===== src/rtl/i2s_tx.sv =====
// i2s_tx: I2S transmitter with a one-entry holding buffer for stereo pairs.
// Each frame is 2*AUDIO_DW sclk cycles long. Left is sent while lrclk=0 and
// right while lrclk=1, MSB first. sdata lags lrclk by one cycle (I2S
// alignment). A frame is loaded on the edge that enters cnt=0. If no pair is
// buffered at that edge, zeros are sent and underrun pulses for one cycle.
module i2s_tx #(
    parameter int AUDIO_DW = 32
) (
    input  logic                sclk,
    input  logic                rst_n,
    input  logic                en,
    input  logic [AUDIO_DW-1:0] s_left,
    input  logic [AUDIO_DW-1:0] s_right,
    input  logic                s_valid,
    output logic                s_ready,
    output logic                lrclk,
    output logic                sdata,
    output logic                underrun,
    output logic                busy
);

    localparam int                FRAME_LEN = 2 * AUDIO_DW;
    localparam int                CNT_W     = $clog2(FRAME_LEN);
    localparam logic [CNT_W-1:0]  CNT_LAST  = CNT_W'(FRAME_LEN - 1);
    localparam logic [CNT_W-1:0]  CNT_HALF  = CNT_W'(AUDIO_DW);

    typedef enum logic {
        ST_IDLE = 1'b0,
        ST_RUN  = 1'b1
    } state_t;

    state_t                state_reg, state_next;
    logic [CNT_W-1:0]      cnt_reg, cnt_next;
    logic                  buf_full_reg, buf_full_next;
    logic [AUDIO_DW-1:0]   buf_left_reg, buf_left_next;
    logic [AUDIO_DW-1:0]   buf_right_reg, buf_right_next;
    // Frame register: {left, right}. It is shifted left once per RUN cycle,
    // so its MSB is always the next bit to put on sdata.
    logic [FRAME_LEN-1:0]  frame_reg, frame_next;
    logic                  s_ready_reg, s_ready_next;
    logic                  lrclk_reg, lrclk_next;
    logic                  sdata_reg, sdata_next;
    logic                  underrun_reg, underrun_next;
    logic                  busy_reg, busy_next;

    logic                  accept;
    logic                  load;
    logic                  load_from_idle;
    logic [FRAME_LEN-1:0]  frame_shifted;

    // The frame register shifted by one position. A zero enters at the
    // bottom, so the register is all zeros once the whole frame has been sent.
    assign frame_shifted[0] = 1'b0;
    for (genvar gi = 1; gi < FRAME_LEN; gi++) begin : g_shift
        assign frame_shifted[gi] = frame_reg[gi-1];
    end

    // State, counter, buffer, frame register and the registered outputs.
    always_ff @(posedge sclk or negedge rst_n) begin
        if (!rst_n) begin
            state_reg     <= ST_IDLE;
            cnt_reg       <= '0;
            buf_full_reg  <= 1'b0;
            buf_left_reg  <= '0;
            buf_right_reg <= '0;
            frame_reg     <= '0;
            s_ready_reg   <= 1'b1;
            lrclk_reg     <= 1'b0;
            sdata_reg     <= 1'b0;
            underrun_reg  <= 1'b0;
            busy_reg      <= 1'b0;
        end else begin
            state_reg     <= state_next;
            cnt_reg       <= cnt_next;
            buf_full_reg  <= buf_full_next;
            buf_left_reg  <= buf_left_next;
            buf_right_reg <= buf_right_next;
            frame_reg     <= frame_next;
            s_ready_reg   <= s_ready_next;
            lrclk_reg     <= lrclk_next;
            sdata_reg     <= sdata_next;
            underrun_reg  <= underrun_next;
            busy_reg      <= busy_next;
        end
    end

    // Next state, frame sequencing, buffer handshake and output values for
    // the cycle that follows the coming edge.
    always_comb begin
        state_next     = state_reg;
        cnt_next       = cnt_reg;
        buf_full_next  = buf_full_reg;
        buf_left_next  = buf_left_reg;
        buf_right_next = buf_right_reg;
        frame_next     = frame_reg;
        sdata_next     = 1'b0;
        underrun_next  = 1'b0;
        load           = 1'b0;
        load_from_idle = 1'b0;
        // s_ready_reg is 0 whenever the buffer is full. This means an accept
        // can never coincide with a load that empties the buffer.
        accept         = s_valid && s_ready_reg;

        // Sequencing. en only matters in IDLE and on the last cycle of a
        // frame, so dropping it mid-frame lets the frame finish.
        case (state_reg)
            ST_IDLE: begin
                cnt_next = '0;
                if (en) begin
                    state_next     = ST_RUN;
                    load           = 1'b1;
                    load_from_idle = 1'b1;
                end
            end
            ST_RUN: begin
                if (cnt_reg == CNT_LAST) begin
                    cnt_next = '0;
                    if (en) begin
                        load = 1'b1;
                    end else begin
                        state_next = ST_IDLE;
                    end
                end else begin
                    cnt_next = cnt_reg + 1'b1;
                end
            end
            default: begin
                state_next = ST_IDLE;
                cnt_next   = '0;
            end
        endcase

        // Data path. On a wrap load, the old frame's right LSB is still at
        // the MSB and goes out at cnt=0. On a start from IDLE, cnt=0 sends 0.
        // The edge that leaves RUN also sends that final right LSB.
        if (load) begin
            frame_next    = buf_full_reg ? {buf_left_reg, buf_right_reg} : '0;
            buf_full_next = 1'b0;
            underrun_next = !buf_full_reg;
            sdata_next    = load_from_idle ? 1'b0 : frame_reg[FRAME_LEN-1];
        end else if (state_reg == ST_RUN) begin
            frame_next = frame_shifted;
            sdata_next = frame_reg[FRAME_LEN-1];
        end

        // The buffer accepts a pair in IDLE as well as in RUN.
        if (accept) begin
            buf_full_next  = 1'b1;
            buf_left_next  = s_left;
            buf_right_next = s_right;
        end

        s_ready_next = !buf_full_next;
        busy_next    = (state_next == ST_RUN);
        lrclk_next   = (state_next == ST_RUN) && (cnt_next >= CNT_HALF);
    end

    assign s_ready  = s_ready_reg;
    assign lrclk    = lrclk_reg;
    assign sdata    = sdata_reg;
    assign underrun = underrun_reg;
    assign busy     = busy_reg;

endmodule


===== config.mk =====
export PLATFORM = sky130hd
export DESIGN_NAME = i2s_tx
export DESIGN_NICKNAME = d
export VERILOG_FILES = /design/src/rtl/i2s_tx.sv
export SDC_FILE = /design/constraint.sdc
export NUM_CORES = 1
export LEC_CHECK = 0
export ABC_AREA = 1
export CAP_MARGIN = 20
export CORE_ASPECT_RATIO = 0.5
export CORE_MARGIN = 5
export CORE_UTILIZATION = 60
export DETAILED_ROUTE_END_ITERATION = 7
export GPL_TIMING_DRIVEN = 1
export HOLD_SLACK_MARGIN = 0.02
export PLACE_DENSITY_LB_ADDON = 0.1
export SLEW_MARGIN = 10
export SYNTH_ARGS = -nofsm -noshare
export SYNTH_HDL_FRONTEND = slang
export SYNTH_SLANG_ARGS = --single-unit

===== constraint.sdc =====
create_clock -name sclk -period 4.3 [get_ports sclk]
set_input_delay 0.86 -clock sclk [delete_from_list [all_inputs] [get_ports sclk]]
set_output_delay 0.86 -clock sclk [all_outputs]
set_load 0.01 [all_outputs]

[After elaboration in Yosys (flattened, before gate mapping)]
Index checks and enable logic that the tools add are counted.
Word-level totals
  bits in latches: 0
  RAM bits: 0
  register bits: 140
  output and inout bits: 5
  memories: 0
  ROM bits: 0
  input bits: 68
  logic and storage cells: 36
Operators by class
  reduce and logical (&&, ||, !) cells: 5
  add/subtract/negate cells: 1
  order comparisons: 1
  bitwise logic cells: 1
  multiplexer cells: 17
  eq/ne operators: 1
  divide/modulo/power cells: 0
  shift-type cells: 0
  multipliers: 0
Operator list (number)
  64-bit 2-to-1 mux: 3
  6-bit one-hot mux with 2 select lines: 1
  1-bit 2-to-1 mux: 10
  6-bit by 1-bit adder with 6-bit output, second input constant: 1
  6-bit equality test, second input constant: 1
  6-bit greater-or-equal comparator, second input constant: 1
  6-bit 2-to-1 mux: 1
  1-bit one-hot mux with 2 select lines: 2
  1-bit logical AND: 2
  1-bit logical NOT: 2
  2-bit nonzero test: 1
  1-bit inverter: 1

[Depth between registers and ports, before layout]
Gate-level depths: netlist of the first run.
  depth in word-level cells: 6
  gate-level depth with buffers: 9
  depth with buffers taken out: 7

[Least setup slack after synthesis of the first run]
Ideal clock, no wire load.
  kind: input to register
  from: input port s_valid
  to: register buf_left_reg[10]
  cell stages on the path: 4
  arrival time: 1656 ps
  slack: 2519 ps
  buffers on the path: 2
  library setup time: 125 ps
  required time: 4175 ps
  path through: nand2_1 buf_2 buf_2 mux2_2
On the way
  cells in the longest elaborated chain, start to end: 1
Ends and longest elaborated chain
  from (decl): line 14  | input logic s_valid,
  1-bit logical AND: line 102  | accept = s_valid && s_ready_reg;
  to (signal assigned): line 76  | buf_left_reg <= buf_left_next;
  to (decl): line 35  | logic [AUDIO_DW-1:0] buf_left_reg, buf_left_next;
Every way passes these cells.
A chain may end at the register's enable or synchronous reset.

[Final worst setup path of the first run]
  from: input port s_valid
  to: register buf_left_reg[24]
The elaborated chain is that of the path after synthesis.

==> out/qor.csv, run 1 <==
stage;metric;value;unit
logic_synthesis;synth_area;6269;um^2
sta;fmax;0.4166;GHz
logic_synthesis;ys_ff_latch;140;
cts;cts_buffers;17;
power;power;3787;uW
global_routing;grt_pass1_vias;4722;
power;p_per_area;489.4;nW/um^2
die;std_cell_rows;26;
worst_setup_path;cp_num_buf_inv;2;
logic_synthesis;syn_area_per_cell;9.328;um^2
sta;hold_viol;0;
worst_setup_path;arrival;2700;ps
job;cap_viol_max_count;0;
global_routing;antenna_found_initial;0;
place;io_buffer_count;72;
worst_setup_path;critPathCaptureType;flip-flop;
worst_setup_path;slowest_stage;buf_4;
sta;setup_tns;0;ps
logic_synthesis;ys.flop_type;dfrtp_1;
logic_synthesis;synth_top_area_cell;dfrtp_1;
place;hpwl;7239;um
layout;register_area;3506;um^2
layout;largest_reg_flops;64;
worst_setup_path;cp_top_family;buffers and inverters;
cts;ctsLongestPathBuffers;2;
power;leakage;0.003856;uW
global_routing;gr-total-overflow;0;
cts;cts_resized;0;
logic_synthesis;yosys-top-cells-area;dfrtp_1 55%, nand2_1 12%, mux2_2 11%;
worst_setup_path;max_stage_delay;590;ps
global_routing;grt_pass1_wl;22630;um
worst_setup_path;crit_chain;clkdlybuf4s50_1 > nand2_2 > buf_4 > mux2_2;
global_routing;globalRouteTotalUtil;22.40;%
logic_synthesis;synth_edf_count;0;
logic_synthesis;synthArstFlopShare;100.0;%
cts;clock-sinks;140;
sta;period_needed;2400;ps
die;initial_core_util;61.37;%
worst_hold_path;worstHoldPathType;in -> async;
layout;nNetsFinal;792;
sta;holdWs;425.1;ps
cts;path_clk_slew;60;ps
cts;htreeDepth;4;
layout;final_util;75.75;%
layout;multiInputGateArea;2369;um^2
drt;wl;13400;um
layout;diodes;0;
layout;drive_gt1_share;15.35;%
cts;cts_tree;built;
logic_synthesis;syn_inst;672;
worst_setup_path;crit_fanout;43;
cts;postCtsSetupRepairBufs;0;
status;outcome;complete, no violations;
drt;drcViolationCount;0;
logic_synthesis;yosys_warnings;0;
logic_synthesis;post-synth-top-area-fraction;55.49;%
die;die-area;12720;um^2
power;ir_drop;0.2970;mV
drt;routedWlPerCell;15.30;um
die;ios;73;
drt;drtIter0Drc;317;
cts;clk_latency;420;ps
sta;max_slew_margin;51.05;%
worst_setup_path;critPathLaunchType;primary input;
logic_synthesis;synth_nets;741;
sta;setup_viol;0;
layout;nFillCells;716;
die;core_area;10210;um^2
logic_synthesis;synthTopCellsByCount;205 x nand2_1, 139 x dfrtp_1, 128 x nand3_1;
sta;tightest_slew;734.2;ps
die;dieHeight;82.28;um
logic_synthesis;yosysUniqueCellTypes;23;
die;die_w;154.6;um
drt;firstDrtPassIters;7;
sta;drv_slew;0;
sta;period_share;55.82;%
place;gp_congestion;0.7445;
cts;root_buffer;clkbuf_16;
global_routing;grt_max_degree;75;
drt;ant_nets;0;
layout;syn_to_final_growth;23.43;%
worst_setup_path;path_class;in -> reg;
drt;vias_per_cell;5.529;
logic_synthesis;synth_most_common_cell;nand2_1;
cts;ctsHoldBuffers;0;
drt;vias;4843;
logic_synthesis;ys_seq_area_share;55.91;%
worst_setup_path;crit_required;4600;ps
sta;clock_skew;8.248;ps
sta;rsz0062_at_grt;false;
==> worst paths after layout <==
| path | from | end | slack [ps] | cells after the start |
|---|---|---|---|---|
| max | s_valid | buf_left_reg[24]$_DFFE_PN0P_ | 1900 | 4 |
| min | rst_n | buf_left_reg[29]$_DFFE_PN0P_ | 430 | 1 |
| max reg2reg | cnt_reg[0]$_DFF_PN0_ | frame_reg[13]$_DFFE_PN0P_ | 2230 | 8 |
| min reg2reg | cnt_reg[0]$_DFF_PN0_ | cnt_reg[0]$_DFF_PN0_ | 460 | 1 |
| max in group asynchronous | rst_n | buf_right_reg[24]$_DFFE_PN0P_ | 3070 | 2 |
| min in group sclk | cnt_reg[0]$_DFF_PN0_ | cnt_reg[0]$_DFF_PN0_ | 460 | 1 |
==> per-stage QoR <==
step	worst slack (ps)	cell area (um^2)	cells
3_3_place_gp	1508	7015	842
2_1_floorplan	2519	6269	672
6_report	1900	7737	876
3_5_place_dp	1463	7015	842
5_1_grt	1801	7737	876
4_1_cts	1898	7697	874
==> cells in the final DEF (no fill, tap or decap), types with 6 or more instances in the layout <==
cell               n
dfrtp_1          138
clkdlybuf4s50_1   70
mux2_2            64
nand2_1          203
nand4_1           19
nand3_1          128
bufinv_16          6
inv_1             50
clkbuf_16         17
==> power breakdown <==
part	internal, uW	switching, uW
logic	260	164
clock network	1130	562
registers	1550	124
total	2940	851
==> area by class of cell <==
cell class | instances | area share, %
well taps | 140 | 2.264
multi-input cells | 433 | 30.61
inverters | 51 | 2.474
flip-flops and latches | 140 | 45.31
repair buffers | 80 | 10.53
clock buffers | 20 | 6.032
clock inverters | 12 | 2.781
==> worst register-to-register path, stage by stage (launching register included) <==
cell and delay, ps:
dfrtp_1 390, ha_1 230, nand3_1 160, o21bai_4 80
nand2_2 290, buf_4 510, nand2_1 160, nand3_1 100
nand2_1 50
==> cells by family (layout without fill, tap and decap cells) <==
kind of cell    count (synthesis)  in the layout  share of synthesized area [%]
buf+inv                        99            163                          6.507
flops                         140            140                          55.91
simple gates                  362            362                          25.13
xor+xnor                        1              1                         0.1397
mux                            64             64                          11.50
fa+ha+maj                       1              1                         0.1996
compound gates                  5              5                         0.6186
==> metal layers <==
metal	GRT usage (%)	share of wire (%)
met1	29.58	46
met2	36.96	47
met3	5.726	5.3
met4	7.665	1.5
met5	0	0
Note: power is estimated with default switching activity, not from simulation.
==> run 2, diff against run 1 <==
--- a/config.mk
+++ b/config.mk
@@ -9,7 +9,7 @@
 export CAP_MARGIN = 20
 export CORE_ASPECT_RATIO = 0.5
 export CORE_MARGIN = 5
-export CORE_UTILIZATION = 60
+export CORE_UTILIZATION = 56
 export DETAILED_ROUTE_END_ITERATION = 7
 export GPL_TIMING_DRIVEN = 1
 export HOLD_SLACK_MARGIN = 0.02
==> constraint.sdc (replaced) <==
create_clock -name sclk -period 2.45 [get_ports sclk]
set_input_delay 0.49 -clock sclk [delete_from_list [all_inputs] [get_ports sclk]]
set_output_delay 0.49 -clock sclk [all_outputs]
set_load 0.01 [all_outputs]
==> out/qor.csv, run 2 (synthesized netlist as in run 1, its figures left out) <==
stage;metric;value;unit;change
cts;clock-sinks;140;;unchanged
place;io_buffer_count;72;;unchanged
sta;setup_viol;0;;unchanged
sta;rsz0062_at_grt;false;;
layout;final_util;70.95;%;-4.8 points
layout;multiInputGateArea;2369;um^2;unchanged
power;leakage;0.003887;uW;+0.80%
layout;drive_gt1_share;15.88;%;+0.53 points
power;power;6622;uW;+75%
power;ir_drop;0.5290;mV;+78%
die;die_w;159.6;um;+3.3%
sta;drv_slew;0;;unchanged
drt;drtIter0Drc;462;;+46%
drt;vias_per_cell;5.333;;-3.5%
sta;setup_tns;0;ps;unchanged
drt;drcViolationCount;0;;unchanged
worst_setup_path;cp_top_family;flip-flops;;
drt;routedWlPerCell;15.18;um;-0.74%
layout;diodes;0;;unchanged
place;gp_congestion;0.7497;;+0.70%
global_routing;antenna_found_initial;0;;unchanged
worst_setup_path;critPathLaunchType;flip-flop;;
worst_setup_path;crit_required;1960;ps;-2640 ps
die;dieHeight;84.81;um;+3.1%
worst_setup_path;crit_chain;clkdlybuf4s50_1;;
worst_setup_path;max_stage_delay;540;ps;-50 ps
sta;tightest_slew;674.8;ps;-59.33 ps
cts;cts_tree;built;;
drt;ant_nets;0;;unchanged
worst_setup_path;arrival;1490;ps;-1210 ps
die;std_cell_rows;27;;+3.8%
worst_hold_path;worstHoldPathType;reg -> reg;;
cts;root_buffer;clkbuf_16;;
sta;clock_skew;9.294;ps;+1.045 ps
layout;register_area;3506;um^2;unchanged
cts;cts_resized;0;;unchanged
drt;vias;4736;;-2.2%
global_routing;grt_max_degree;66;;-12%
global_routing;grt_pass1_vias;4872;;+3.2%
worst_setup_path;crit_fanout;2;;-95%
worst_setup_path;path_class;reg -> out;;
layout;syn_to_final_growth;24.27;%;
cts;cts_buffers;17;;unchanged
layout;mostFrequentLayoutCells;203 x nand2_1, 138 x dfrtp_1, 128 x nand3_1, 70 x clkdlybuf4s50_1, 64 x mux2_2;;
layout;layout_commonest_cell;nand2_1;;
sta;fmax;0.5059;GHz;
worst_setup_path;slowest_stage;dfstp_2;;
job;cap_viol_max_count;0;;unchanged
power;p_per_area;850.0;nW/um^2;+74%
global_routing;grt_pass1_wl;23740;um;+4.9%
global_routing;globalRouteTotalUtil;21.28;%;-1.1 points
die;die-area;13540;um^2;+6.5%
die;core_area;10980;um^2;+7.5%
sta;hold_viol;0;;unchanged
layout;nNetsFinal;799;;+0.88%
layout;fin_area;7790;um^2;+0.68%
cts;htreeDepth;4;;unchanged
sta;max_slew_margin;55.01;%;+4.0 points
worst_setup_path;critPathCaptureType;primary output;;
sta;period_needed;1977;ps;
cts;ctsLongestPathBuffers;2;;unchanged
sta;holdWs;468.0;ps;+42.90 ps
drt;wl;13480;um;+0.62%
place;dpl_cell_area;7107;um^2;+1.3%
die;initial_core_util;57.09;%;-4.3 points
layout;largest_reg_flops;64;;unchanged
layout;nFillCells;841;;+17%
cts;clk_latency;420;ps;about the same
place;hpwl;7795;um;+7.7%
sta;period_share;80.68;%;
cts;path_clk_slew;60;ps;about the same
worst_setup_path;cp_num_buf_inv;1;;-1
die;ios;73;;unchanged
drt;firstDrtPassIters;4;;-3
global_routing;gr-total-overflow;0;;unchanged
status;outcome;complete, no violations;;
-- run 2: cell count changes in the layout (fill, tap and decap cells not counted), sizes merged --
cell,delta
dlygate4sd3,+1
clkinvlp,-1
buf,+6
clkinv,+1
-- run 2: timing repair --
item / in CTS / in global routing
hold endpoints to repair: 38 / 0
hold buffers: 1 / 0
setup buffers: 0 / 0
-- run 2: per-layer routing --
metal / routed length, um / vias to the layer above / GRT usage, %
met1: 6385 / 2328 / 29.23
met5: 0 / - / 0
met2: 6335 / 97 / 33.92
met3: 635 / 11 / 5.337
li1: - / 2300 / -
met4: 125 / 0 / 6.535
-- run 2: cell type report --
class | count | area share, %
Timing Repair Buffer | 87 | 11.16
Inverter | 51 | 2.457
Clock buffer | 20 | 5.863
Tap cell | 145 | 2.329
Sequential cell | 140 | 45.00
Clock inverter | 12 | 2.779
Multi-Input combinational cell | 433 | 30.40
-- run 2: final timing paths --
path	from	endpoint	slack, ps	cells after the start
max in group asynchronous	rst_n	buf_left_reg[5]$_DFFE_PN0P_	1090	3
min	cnt_reg[0]$_DFF_PN0_	cnt_reg[0]$_DFF_PN0_	470	1
min in group asynchronous	rst_n	buf_left_reg[28]$_DFFE_PN0P_	550	2
max	s_ready$_DFF_PN1_	s_ready	470	1
max reg2reg	cnt_reg[0]$_DFF_PN0_	frame_reg[53]$_DFFE_PN0P_	650	7
min reg2reg	cnt_reg[0]$_DFF_PN0_	cnt_reg[0]$_DFF_PN0_	470	1
-- run 2: where the power goes --
group	internal, uW	switching [uW]
registers	2710	223
logic	460	281
clock network	1960	986
-- run 2: per-stage QoR --
step,worst slack [ps],instances
floorplan,924.5,672
global placement,623.4,855
detailed placement,596.7,855
CTS,456.1,888
global route,433.1,888
finish,473.4,888
